`config.mk`:
```
export PLATFORM = sky130hd
export DESIGN_NAME = traffic_phase_ctrl
export DESIGN_NICKNAME = d
export VERILOG_FILES = /design/src/rtl/traffic_phase_ctrl.sv
export SDC_FILE = /design/constraint.sdc
export NUM_CORES = 1
export LEC_CHECK = 0
export CAP_MARGIN = 10
export CORE_UTILIZATION = 50
export CTS_BUF_LIST = sky130_fd_sc_hd__clkbuf_16
export CTS_CLUSTER_DIAMETER = 40
export DETAILED_ROUTE_END_ITERATION = 16
export PLACE_DENSITY = 0.85
export SLEW_MARGIN = 25
export SYNTH_ARGS = -nofsm -noshare
export SYNTH_HDL_FRONTEND = slang
export SYNTH_SLANG_ARGS = --single-unit
```
`constraint.sdc`:
```
create_clock -name clk -period 4.3 [get_ports clk]
set_input_delay 0.86 -clock clk [delete_from_list [all_inputs] [get_ports clk]]
set_output_delay 0.86 -clock clk [all_outputs]
set_load 0.02 [all_outputs]
```
`src/rtl/traffic_phase_ctrl.sv`:
```
// Two-road intersection phase sequencer: per-phase countdown, lamps, WALK and night flash.
module traffic_phase_ctrl #(
   parameter int unsigned W         = 6,
   parameter int unsigned PED_GREEN = 5
) (
   input  logic         clk,
   input  logic         reset_n,
   input  logic         tick,
   input  logic         night_mode,
   input  logic         ped_req,
   input  logic [W-1:0] t_main_g,
   input  logic [W-1:0] t_side_g,
   input  logic [W-1:0] t_yellow,
   input  logic [W-1:0] t_allred,
   output logic [2:0]   main_light,
   output logic [2:0]   side_light,
   output logic         ped_walk,
   output logic [W-1:0] remain,
   output logic [2:0]   phase
);

   typedef enum logic [2:0] {
      PH_AR_S2M = 3'd0,
      PH_MAIN_G = 3'd1,
      PH_MAIN_Y = 3'd2,
      PH_AR_M2S = 3'd3,
      PH_SIDE_G = 3'd4,
      PH_SIDE_Y = 3'd5,
      PH_NIGHT  = 3'd6
   } phase_e;

   localparam logic [2:0] LAMP_R   = 3'b100;
   localparam logic [2:0] LAMP_Y   = 3'b010;
   localparam logic [2:0] LAMP_G   = 3'b001;
   localparam logic [2:0] LAMP_OFF = 3'b000;

   phase_e       phase_q, phase_d;
   logic [W-1:0] remain_q, remain_d;
   logic         flash_q, flash_d;
   logic         ped_pend_q, ped_pend_d;
   logic         walk_q, walk_d;
   logic [2:0]   main_q, main_d;
   logic [2:0]   side_q, side_d;
   logic         enter_side_g;

   // A zero duration still occupies one tick.
   function automatic logic [W-1:0] at_least_one(input logic [W-1:0] dur);
      return (dur == '0) ? W'(1) : dur;
   endfunction

   // State register; every output is a flop.
   always_ff @(posedge clk or negedge reset_n) begin
      if (!reset_n) begin
         phase_q    <= PH_AR_S2M;
         remain_q   <= '0;
         flash_q    <= 1'b0;
         ped_pend_q <= 1'b0;
         walk_q     <= 1'b0;
         main_q     <= LAMP_R;
         side_q     <= LAMP_R;
      end else begin
         phase_q    <= phase_d;
         remain_q   <= remain_d;
         flash_q    <= flash_d;
         ped_pend_q <= ped_pend_d;
         walk_q     <= walk_d;
         main_q     <= main_d;
         side_q     <= side_d;
      end
   end

   // Next phase / countdown on tick, pedestrian bookkeeping and lamp decode of the next state.
   always_comb begin
      phase_d  = phase_q;
      remain_d = remain_q;
      flash_d  = flash_q;
      main_d   = LAMP_R;
      side_d   = LAMP_R;

      if (tick) begin
         if (phase_q == PH_NIGHT) begin
            if (night_mode) begin
               flash_d = ~flash_q;
            end else begin
               phase_d  = PH_AR_S2M;
               remain_d = at_least_one(t_allred);
               flash_d  = 1'b0;
            end
         end else if (remain_q <= W'(1)) begin
            if (night_mode) begin
               phase_d  = PH_NIGHT;
               remain_d = '0;
               flash_d  = 1'b1;
            end else begin
               case (phase_q)
                  PH_AR_S2M: begin phase_d = PH_MAIN_G; remain_d = at_least_one(t_main_g); end
                  PH_MAIN_G: begin phase_d = PH_MAIN_Y; remain_d = at_least_one(t_yellow); end
                  PH_MAIN_Y: begin phase_d = PH_AR_M2S; remain_d = at_least_one(t_allred); end
                  PH_AR_M2S: begin phase_d = PH_SIDE_G; remain_d = at_least_one(t_side_g); end
                  PH_SIDE_G: begin phase_d = PH_SIDE_Y; remain_d = at_least_one(t_yellow); end
                  default:   begin phase_d = PH_AR_S2M; remain_d = at_least_one(t_allred); end
               endcase
            end
         end else if (phase_q == PH_MAIN_G && ped_pend_q && remain_q > W'(PED_GREEN)) begin
            // Pending crossing request shortens main green; it can only shrink the phase.
            remain_d = W'(PED_GREEN);
         end else begin
            remain_d = remain_q - W'(1);
         end
      end

      // A new request in the entry cycle survives the clear.
      enter_side_g = (phase_d == PH_SIDE_G) && (phase_q != PH_SIDE_G);
      ped_pend_d   = ped_req | (ped_pend_q & ~enter_side_g);
      walk_d       = (phase_d == PH_SIDE_G) ? (enter_side_g ? ped_pend_q : walk_q) : 1'b0;

      case (phase_d)
         PH_MAIN_G: main_d = LAMP_G;
         PH_MAIN_Y: main_d = LAMP_Y;
         PH_SIDE_G: side_d = LAMP_G;
         PH_SIDE_Y: side_d = LAMP_Y;
         PH_NIGHT: begin
            main_d = flash_d ? LAMP_Y : LAMP_OFF;
            side_d = flash_d ? LAMP_Y : LAMP_OFF;
         end
         default: ;
      endcase
   end

   assign phase      = phase_q;
   assign remain     = remain_q;
   assign main_light = main_q;
   assign side_light = side_q;
   assign ped_walk   = walk_q;

endmodule

```
; ---- Yosys cells after proc, flatten, opt, wreduce, memory -nomap -nowiden
; Cells that the tools add are included.
[word_totals]
wordCells = 63
ff_bits = 18
[op_classes]
bitwise = 4
n_eq_ne = 13
reduce_logical = 10
muxes = 26
order_cmp = 2
add_sub_neg = 1
[ops]
columns = cell, n
row1 = 6-bit 2-to-1 mux, 9
row2 = 6-bit zero test, 4
row3 = 3-bit case mux with 3 select lines, 2
row4 = 6-bit case mux with 3 select lines, 1
row5 = "3-bit equality test, second input constant", 5
row6 = 3-bit 2-to-1 mux, 5
row7 = 3-bit case mux with 5 select lines, 1
row8 = "3-bit by 2-bit equality test with 1-bit output, second input constant", 3
row9 = 1-bit 2-to-1 mux, 7
row10 = "3-bit by 1-bit equality test with 1-bit output, second input constant", 2
row11 = "6-bit by 3-bit > comparator with 1-bit output, second input constant", 1
row12 = "6-bit by 1-bit less-or-equal comparator with 1-bit output, second input constant", 1
row13 = "6-bit by 1-bit subtractor with 6-bit output, second input constant", 1
row14 = "2-bit != test, second input constant", 2
row15 = 1-bit logical AND, 3
row16 = 3-bit zero test, 1
row17 = "3-bit != test, second input constant", 1
row18 = 2-bit 2-to-1 mux, 1
row19 = 1-bit NOT, 2
row20 = 2-bit AND reduction, 1
row21 = 2-bit OR reduction, 1
row22 = 1-bit AND, 1
row23 = 1-bit OR, 1

; ---- Longest topological paths before layout
; Gate-level depths: netlist of run 1.
[logic_depth]
depth_word = 11
mapped_depth = 8
ltp_nobuf = 8

; ---- Worst setup path before layout of run 1
; OpenSTA, ideal clock, no wires.
[synth_timing]
path_type = input -> register
start = input tick
end = register main_q[2], in the netlist main_light[2]
arrival_time_ps = 1960
setup_ps = 77
path_stages = 6
path_slack_ps = 2263
t_required_ps = 4223
path_cell_list = buf_2 o21ai_0 a21oi_1 o221ai_4 or2b_2 o21a_1
[synth_via]
elab_chain_len = 3
elab_cells_between_ends = 5
cone_classes = 3 x eq/ne / 2 x mux
[synth_rtl]
columns = item, line
row1 = from (decl), 8  ; input logic tick,
row2 = 3-bit 2-to-1 mux *, 80  ; if (tick) begin
row3 = via phase_d[1], 37  ; phase_e phase_q, phase_d;
row4 = 3-bit equality test (tied with other cells), 117  ; case (phase_d)
row5 = 3-bit case mux with 3 select lines *, 117
row6 = via main_d[2], 42  ; logic [2:0] main_q, main_d;
row7 = to (signal assigned), 67  ; main_q <= main_d;
row8 = to (decl), 42
; Mark *: on every way through the listed nets, which the timed path passes. The rest lies on a longest branch.
; A chain may end at the register's enable or synchronous reset.

; ---- Worst setup path after layout of run 1
[layout_timing]
start = register phase_q[1], in the netlist phase[1]
end = output phase[1]
[layout_lines]
columns = item, line
row1 = from (decl), 37
row2 = from (signal assigned), 62  ; phase_q <= phase_d;
row3 = to (decl), 19  ; output logic [2:0] phase
; No word-level cell between the ends.

==> results of run 1 <==
==> synthesized netlist by cell type (all sizes together) (2+ instances only) <==
master | count | area [sq um]
nand2b | 5 | 31.28
dfrtp | 16 | 400.4
buf | 6 | 30.03
xnor2 | 2 | 17.52
o31ai | 3 | 22.52
a21o | 2 | 15.01
nor3 | 10 | 50.05
or2 | 2 | 12.51
mux2i | 6 | 60.06
ha | 2 | 25.02
o22ai | 4 | 25.02
a31oi | 8 | 50.05
nor2 | 20 | 91.34
dfstp | 2 | 52.55
inv | 10 | 37.54
nand2 | 12 | 47.55
o21ai | 5 | 25.02
o21bai | 2 | 18.77
a2bb2oi | 2 | 17.52
or4 | 8 | 67.56
clkbuf | 3 | 11.26
nor3b | 2 | 15.01
a21oi | 15 | 75.07
a21boi | 2 | 15.02
o221ai | 4 | 52.56
nand3 | 3 | 15.01
xor2 | 2 | 17.52
==> stage by stage <==
stage | hold WS [ns] | power, W | util
floorplan | 0.4707 | 0.0004066 | -
detailed placement | 0.5381 | 0.0005308 | 0.7174
CTS | 0.5499 | 0.0007226 | 0.7478
global route | 0.5562 | 0.0007565 | 0.7478
finish | 0.5499 | 0.0007238 | 0.7478
global placement | 0.5209 | 0.0005197 | 0.7174
==> final cells by class <==
class / count / area [sq um]
clock buffers: 3 / 75.07
clock inverters: 1 / 3.754
fillers: 216 / 653.1
inverters: 10 / 37.54
multi-input cells: 135 / 889.6
flip-flops and latches: 18 / 452.9
well taps: 30 / 37.54
repair buffers: 44 / 440.4
==> cell usage in the layout (no fill, tap or decap), types with 2 or more instances in the layout <==
cell,netlist,layout
or2_2,2,2
clkdlybuf4s50_1,0,44
a21o_1,2,2
ha_1,2,2
o22ai_1,4,4
o221ai_1,3,3
nand2b_1,5,5
xor2_1,2,2
inv_1,10,10
mux2i_1,6,6
o31ai_1,3,3
nor2_1,19,19
a21oi_1,15,15
nor3_1,10,10
o21ai_0,5,5
dfrtp_1,16,16
or4_4,2,2
dfstp_2,2,2
xnor2_1,2,2
or4_1,6,6
a2bb2oi_1,2,2
a31oi_1,8,8
nand2_1,11,11
nor3b_1,2,2
nand3_1,3,3
clkbuf_16,0,3
==> metal layers <==
metal  track usage  wire (microns)
met1        0.3567            1766
met2        0.4664            2107
met3       0.09133             378
met4       0.06429              44
met5             0               0
==> registers in the layout, indices dropped and copies added, names as in the netlist <==
| signal | cells |
|---|---|
| side_light | 3 |
| remain | 6 |
| ped_pend_q | 1 |
| main_light | 3 |
| ped_walk | 1 |
| phase | 3 |
| flash_q | 1 |
==> kinds of logic after synthesis <==
kind of cell,synth area share
AND/OR/NAND/NOR,0.2614
multiplexers,0.04226
AO/OA/AOI/OAI,0.2799
flip-flops,0.3187
adder cells (fa/ha/maj),0.01760
XOR/XNOR,0.02465
buffers and inverters,0.05546
==> power by group <==
| group | internal, W | total (W) | switching (W) |
|---|---|---|---|
| combinational | 0.000144 | 0.000285 | 0.000141 |
| clock | 0.000124 | 0.000189 | 0.0000654 |
| sequential | 0.000197 | 0.000250 | 0.0000530 |
==> worst min path at each step <==
stage                 end  slack, ns  cells after the start
3_3_place_gp   ped_pend_q       0.52                      1
5_1_grt        ped_pend_q       0.56                      1
6_report       ped_pend_q       0.55                      1
2_1_floorplan  ped_pend_q       0.47                      1
3_5_place_dp   ped_pend_q       0.54                      1
4_1_cts        ped_pend_q       0.55                      1
==> run summary, run 1 <==
CTS Sinks - 18
RePlAce Congestion - 0.9518
Crit path max-delay family - flip-flops
Max incr delay on CP - 0.85 ns
P per Cell Area - 373.7 mW/mm^2
RSZ-0062 raised after global routing - no
Cell Chain, Critical Path - clkdlybuf4s50_1
R2R depth - 5
Placed cell areas - 0.001858 sq mm
Area growth syn-to-layout - 36.27%
Type of origin of the critical path - register
Final instance area - 0.001937 sq mm
Tightest Pin Transition - 0.8492 ns
Fin. Hold Viols - 0
Final antenna diode count - 0
Highest Clock Rate - 367.6 MHz
# DRC - 0
Final HPWL DP - 3102 microns
Hold_sp - ped_pend_q
Critical Path AT - 1.86 ns
Largest fanout on the critical path - 23
Initial antenna violation count - 0
Finish-stage setup viols - 0
Pre-CTS WS - 1.627 ns
CP endpoint - phase[1]
Post_cts resized - 0
Static Leak - 0.7803 nW
Root buf cell - clkbuf_16
Vias in the first global route - 1502
Cell Count, Final, Fillers Out - 241
Sum Neg Setup Slack - 0 ns
Antenna-violating nets left - 0
Synth Register Bits - 18
Syn Nets - 203
Final Worst Setup Slack - 1.579 ns
Final min period - 2.721 ns
1st-iter DRT viols - 109
Hold WC Path Type - reg2reg
Sequential element share of the synthesized area - 0.3187
Ys async rst share - 1.000
Mapped cell area - 0.001421 sq mm
Die Ht - 55.32 microns
First-pass GRT wire length - 6948 microns
Status - finished clean
Clk buf depth - 2
Reg2reg end - side_light[1]
Ports - 45
Die area - 0.003060 sq mm
Core footprint - 0.002590 sq mm
Initial core utilization - 0.5488
Cell variety after synth - 47
Post-CTS Setup Inserts - 0
Final wirelength - 4297 microns
Placed cells - 237
Clk slew on worst S/H paths - 0.05 ns
CTS tree - built
Clock Skew - 0.004612 ns
Nets - 243
Synth Flop Type - dfrtp_1
Core Rows - 18
Cells after synthesis - 172
Relative slew slack - 0.4321
Synthesized area per cell - 8.264 sq um
Critical Path End Type - primary output
Post-DR wirelength/cell - 17.83 microns
Die width - 55.32 microns
Worst Path Buf+Inv - 1
Pin count of the biggest net entering global routing - 28
Buffers on Ports - 44
CTS Buf Count - 3
Max-cap violations - 0
Required time worst endpoint - 3.44 ns
CP Depth - 1
Total gr overflow - 0
Critical Path Slowest Stage Cell - dfrtp_1
TritonRoute pass-1 iters - 5
R2r startpoint - phase[0]
Crit path launch - phase[1]
EDFF count, synth - 0
Peak VDD IR - 431.6 uV
Fraction of layout cells with a size suffix above 1 - 0.08531
Flop2flop setup slack - 2.07 ns
Hold_buf cts - 0
Max Slew Vio Count - 0
H-tree depth - 1
WS Path Type - reg2out
Syn. warnings - 0
Gr usage total - 0.2815
Clk Latency, worst-skew pair - 0.25 ns
Total vias in the final route - 1536
Period utilization - 0.6327
Vias per cell - 6.373
Power figures use the tool's default switching activity.
==> run 2, diff against run 1 <==
--- a/config.mk
+++ b/config.mk
@@ -6,11 +6,11 @@
 export NUM_CORES = 1
 export LEC_CHECK = 0
 export CAP_MARGIN = 10
-export CORE_UTILIZATION = 50
+export CORE_UTILIZATION = 42
 export CTS_BUF_LIST = sky130_fd_sc_hd__clkbuf_16
 export CTS_CLUSTER_DIAMETER = 40
 export DETAILED_ROUTE_END_ITERATION = 16
-export PLACE_DENSITY = 0.85
+export PLACE_DENSITY = 0.76
 export SLEW_MARGIN = 25
 export SYNTH_ARGS = -nofsm -noshare
 export SYNTH_HDL_FRONTEND = slang
==> constraint.sdc (replaced) <==
create_clock -name clk -period 2.4 [get_ports clk]
set_input_delay 0.48 -clock clk [delete_from_list [all_inputs] [get_ports clk]]
set_output_delay 0.48 -clock clk [all_outputs]
set_load 0.02 [all_outputs]
==> run 2 against run 1 <==
  * Non-clock buffer count rose by 5
  * Flip-flop and latch count did not move
  * Power rose by 77%
  * Sequential share of layout area fell by 0.65 points
  * Worst hold slack improved by 0.0089 ns
  * Clock power rose by 78%
  * Setup slack got worse by 1.4 ns
  * Clock skew fell by 0.0025 ns
  * Global-route usage fell by 2.6 points
  * Wire length fell by 4.3%
==> run summary, run 2 (synthesized netlist as in run 1, its figures left out) <==
Largest register FFs - 6
RePlAce Congestion - 0.9078
Relative slew slack - 0.5601
Clock Skew - 0.002067 ns
Status - finished clean
Max incr delay on CP - 0.76 ns
Max-cap violations - 0
Pre-CTS WS - 0.1096 ns
Type of origin of the critical path - register
Leading cell type in the layout, fill and taps excluded - clkdlybuf4s50_1
Die area - 0.003621 sq mm
Gr usage total - 0.2560
Largest fanout on the critical path - 21
Highest Clock Rate - 450.1 MHz
Flop2flop setup slack - 0.25 ns
Hold WC Path Type - in2async
1st-iter DRT viols - 123
Post-CTS Setup Inserts - 0
Die Ht - 60.18 microns
Critical Path End Type - primary output
Final HPWL DP - 3218 microns
Crit path max-delay family - flip-flops
Die width - 60.18 microns
Core footprint - 0.003128 sq mm
Post-layout util - 0.6368
First-pass GRT wire length - 7051 microns
Core Rows - 20
Tightest Pin Transition - 0.6599 ns
Post_cts resized - 0
Most frequent cells in the layout - clkdlybuf4s50_1, nor2_1, dfrtp_1
P per Cell Area - 644.7 mW/mm^2
Vias in the first global route - 1571
Total gr overflow - 0
Required time worst endpoint - 1.92 ns
Finish-stage setup viols - 0
Fraction of layout cells with a size suffix above 1 - 0.1065
Static Leak - 0.8056 nW
Clk slew on worst S/H paths - 0.05 ns
Sum Neg Setup Slack - 0 ns
Clk buf depth - 2
Cell Chain, Critical Path - clkdlybuf4s50_1
H-tree depth - 1
Clk Latency, worst-skew pair - 0.25 ns
Ports - 45
WS Path Type - reg2out
Buffers on Ports - 44
Vias per cell - 6.012
Initial core utilization - 0.4544
Critical Path Slowest Stage Cell - dfrtp_1
Critical Path AT - 1.74 ns
Pin count of the biggest net entering global routing - 22
Period utilization - 0.9256
Final min period - 2.222 ns
CTS Buf Count - 3
Root buf cell - clkbuf_16
Area growth syn-to-layout - 40.14%
# DRC - 0
Post-DR wirelength/cell - 15.82 microns
Nets - 248
Peak VDD IR - 331.6 uV
Hold_buf cts - 0
Max Slew Vio Count - 0
Antenna-violating nets left - 0
RSZ-0062 raised after global routing - no
CTS Sinks - 18
Fin. Hold Viols - 0
Final Worst Setup Slack - 0.1785 ns
CTS tree - built
Final wirelength - 4113 microns
Total vias in the final route - 1563
TritonRoute pass-1 iters - 4
Initial antenna violation count - 0
Worst Path Buf+Inv - 1
# fillers - 292
Final antenna diode count - 0
-- run 2: cell types whose count changed in the layout (fill, tap and decap cells not counted) --
| cell | before | now |
|---|---|---|
| buf_4 | 0 | 5 |
-- run 2: layout make-up --
| class | count | area [sq um] | share of cell area |
|---|---|---|---|
| multi-input combinational | 135 | 889.6 | 0.4466 |
| timing repair buffer | 49 | 478.0 | 0.2399 |
| sequential | 18 | 452.9 | 0.2274 |
| clock buffer | 3 | 75.07 | 0.03769 |
| tap | 44 | 55.05 | 0.02764 |
| inverter | 10 | 37.54 | 0.01884 |
| clock inverter | 1 | 3.754 | 0.001884 |
-- run 2: metal layers --
metal  vias up  share of wire  wire length, microns  track usage
li1        727              -                     -            -
met5         -              0                     0            0
met4         0          0.013                    52      0.05648
met2        84           0.49                  2035       0.4443
met3        10          0.077                   317      0.05411
met1       742           0.42                  1708       0.3222
-- run 2: stage by stage --
step	hold WS, ns	total power (W)	std cells	instance area, sq um
CTS	0.5580	0.001287	260	1992
floorplan	0.1844	0.0007285	172	1421
detailed placement	0.5458	0.0009489	256	1913
global placement	0.5212	0.0009407	256	1913
global route	0.5854	0.001363	260	1992
finish	0.5588	0.001284	260	1992
-- run 2: final timing paths --
| kind | cells past startpoint | endpoint | start |
|---|---|---|---|
| min in group clk | 1 | ped_pend_q | ped_pend_q |
| max in group asynchronous | 2 | side_light[2] | reset_n |
| worst min-delay path | 2 | remain[2] | reset_n |
| worst max register to register | 8 | main_light[2] | remain[0] |
| worst min register to register | 1 | ped_pend_q | ped_pend_q |
| worst max-delay path | 1 | phase[0] | phase[0] |
-- run 2: where the power goes --
| part | leakage (nW) | switching (W) | internal [W] |
|---|---|---|---|
| sequential | 0.219 | 0.0000848 | 0.000353 |
| clock | 0.0385 | 0.000115 | 0.000222 |
| combinational | 0.548 | 0.000247 | 0.000263 |
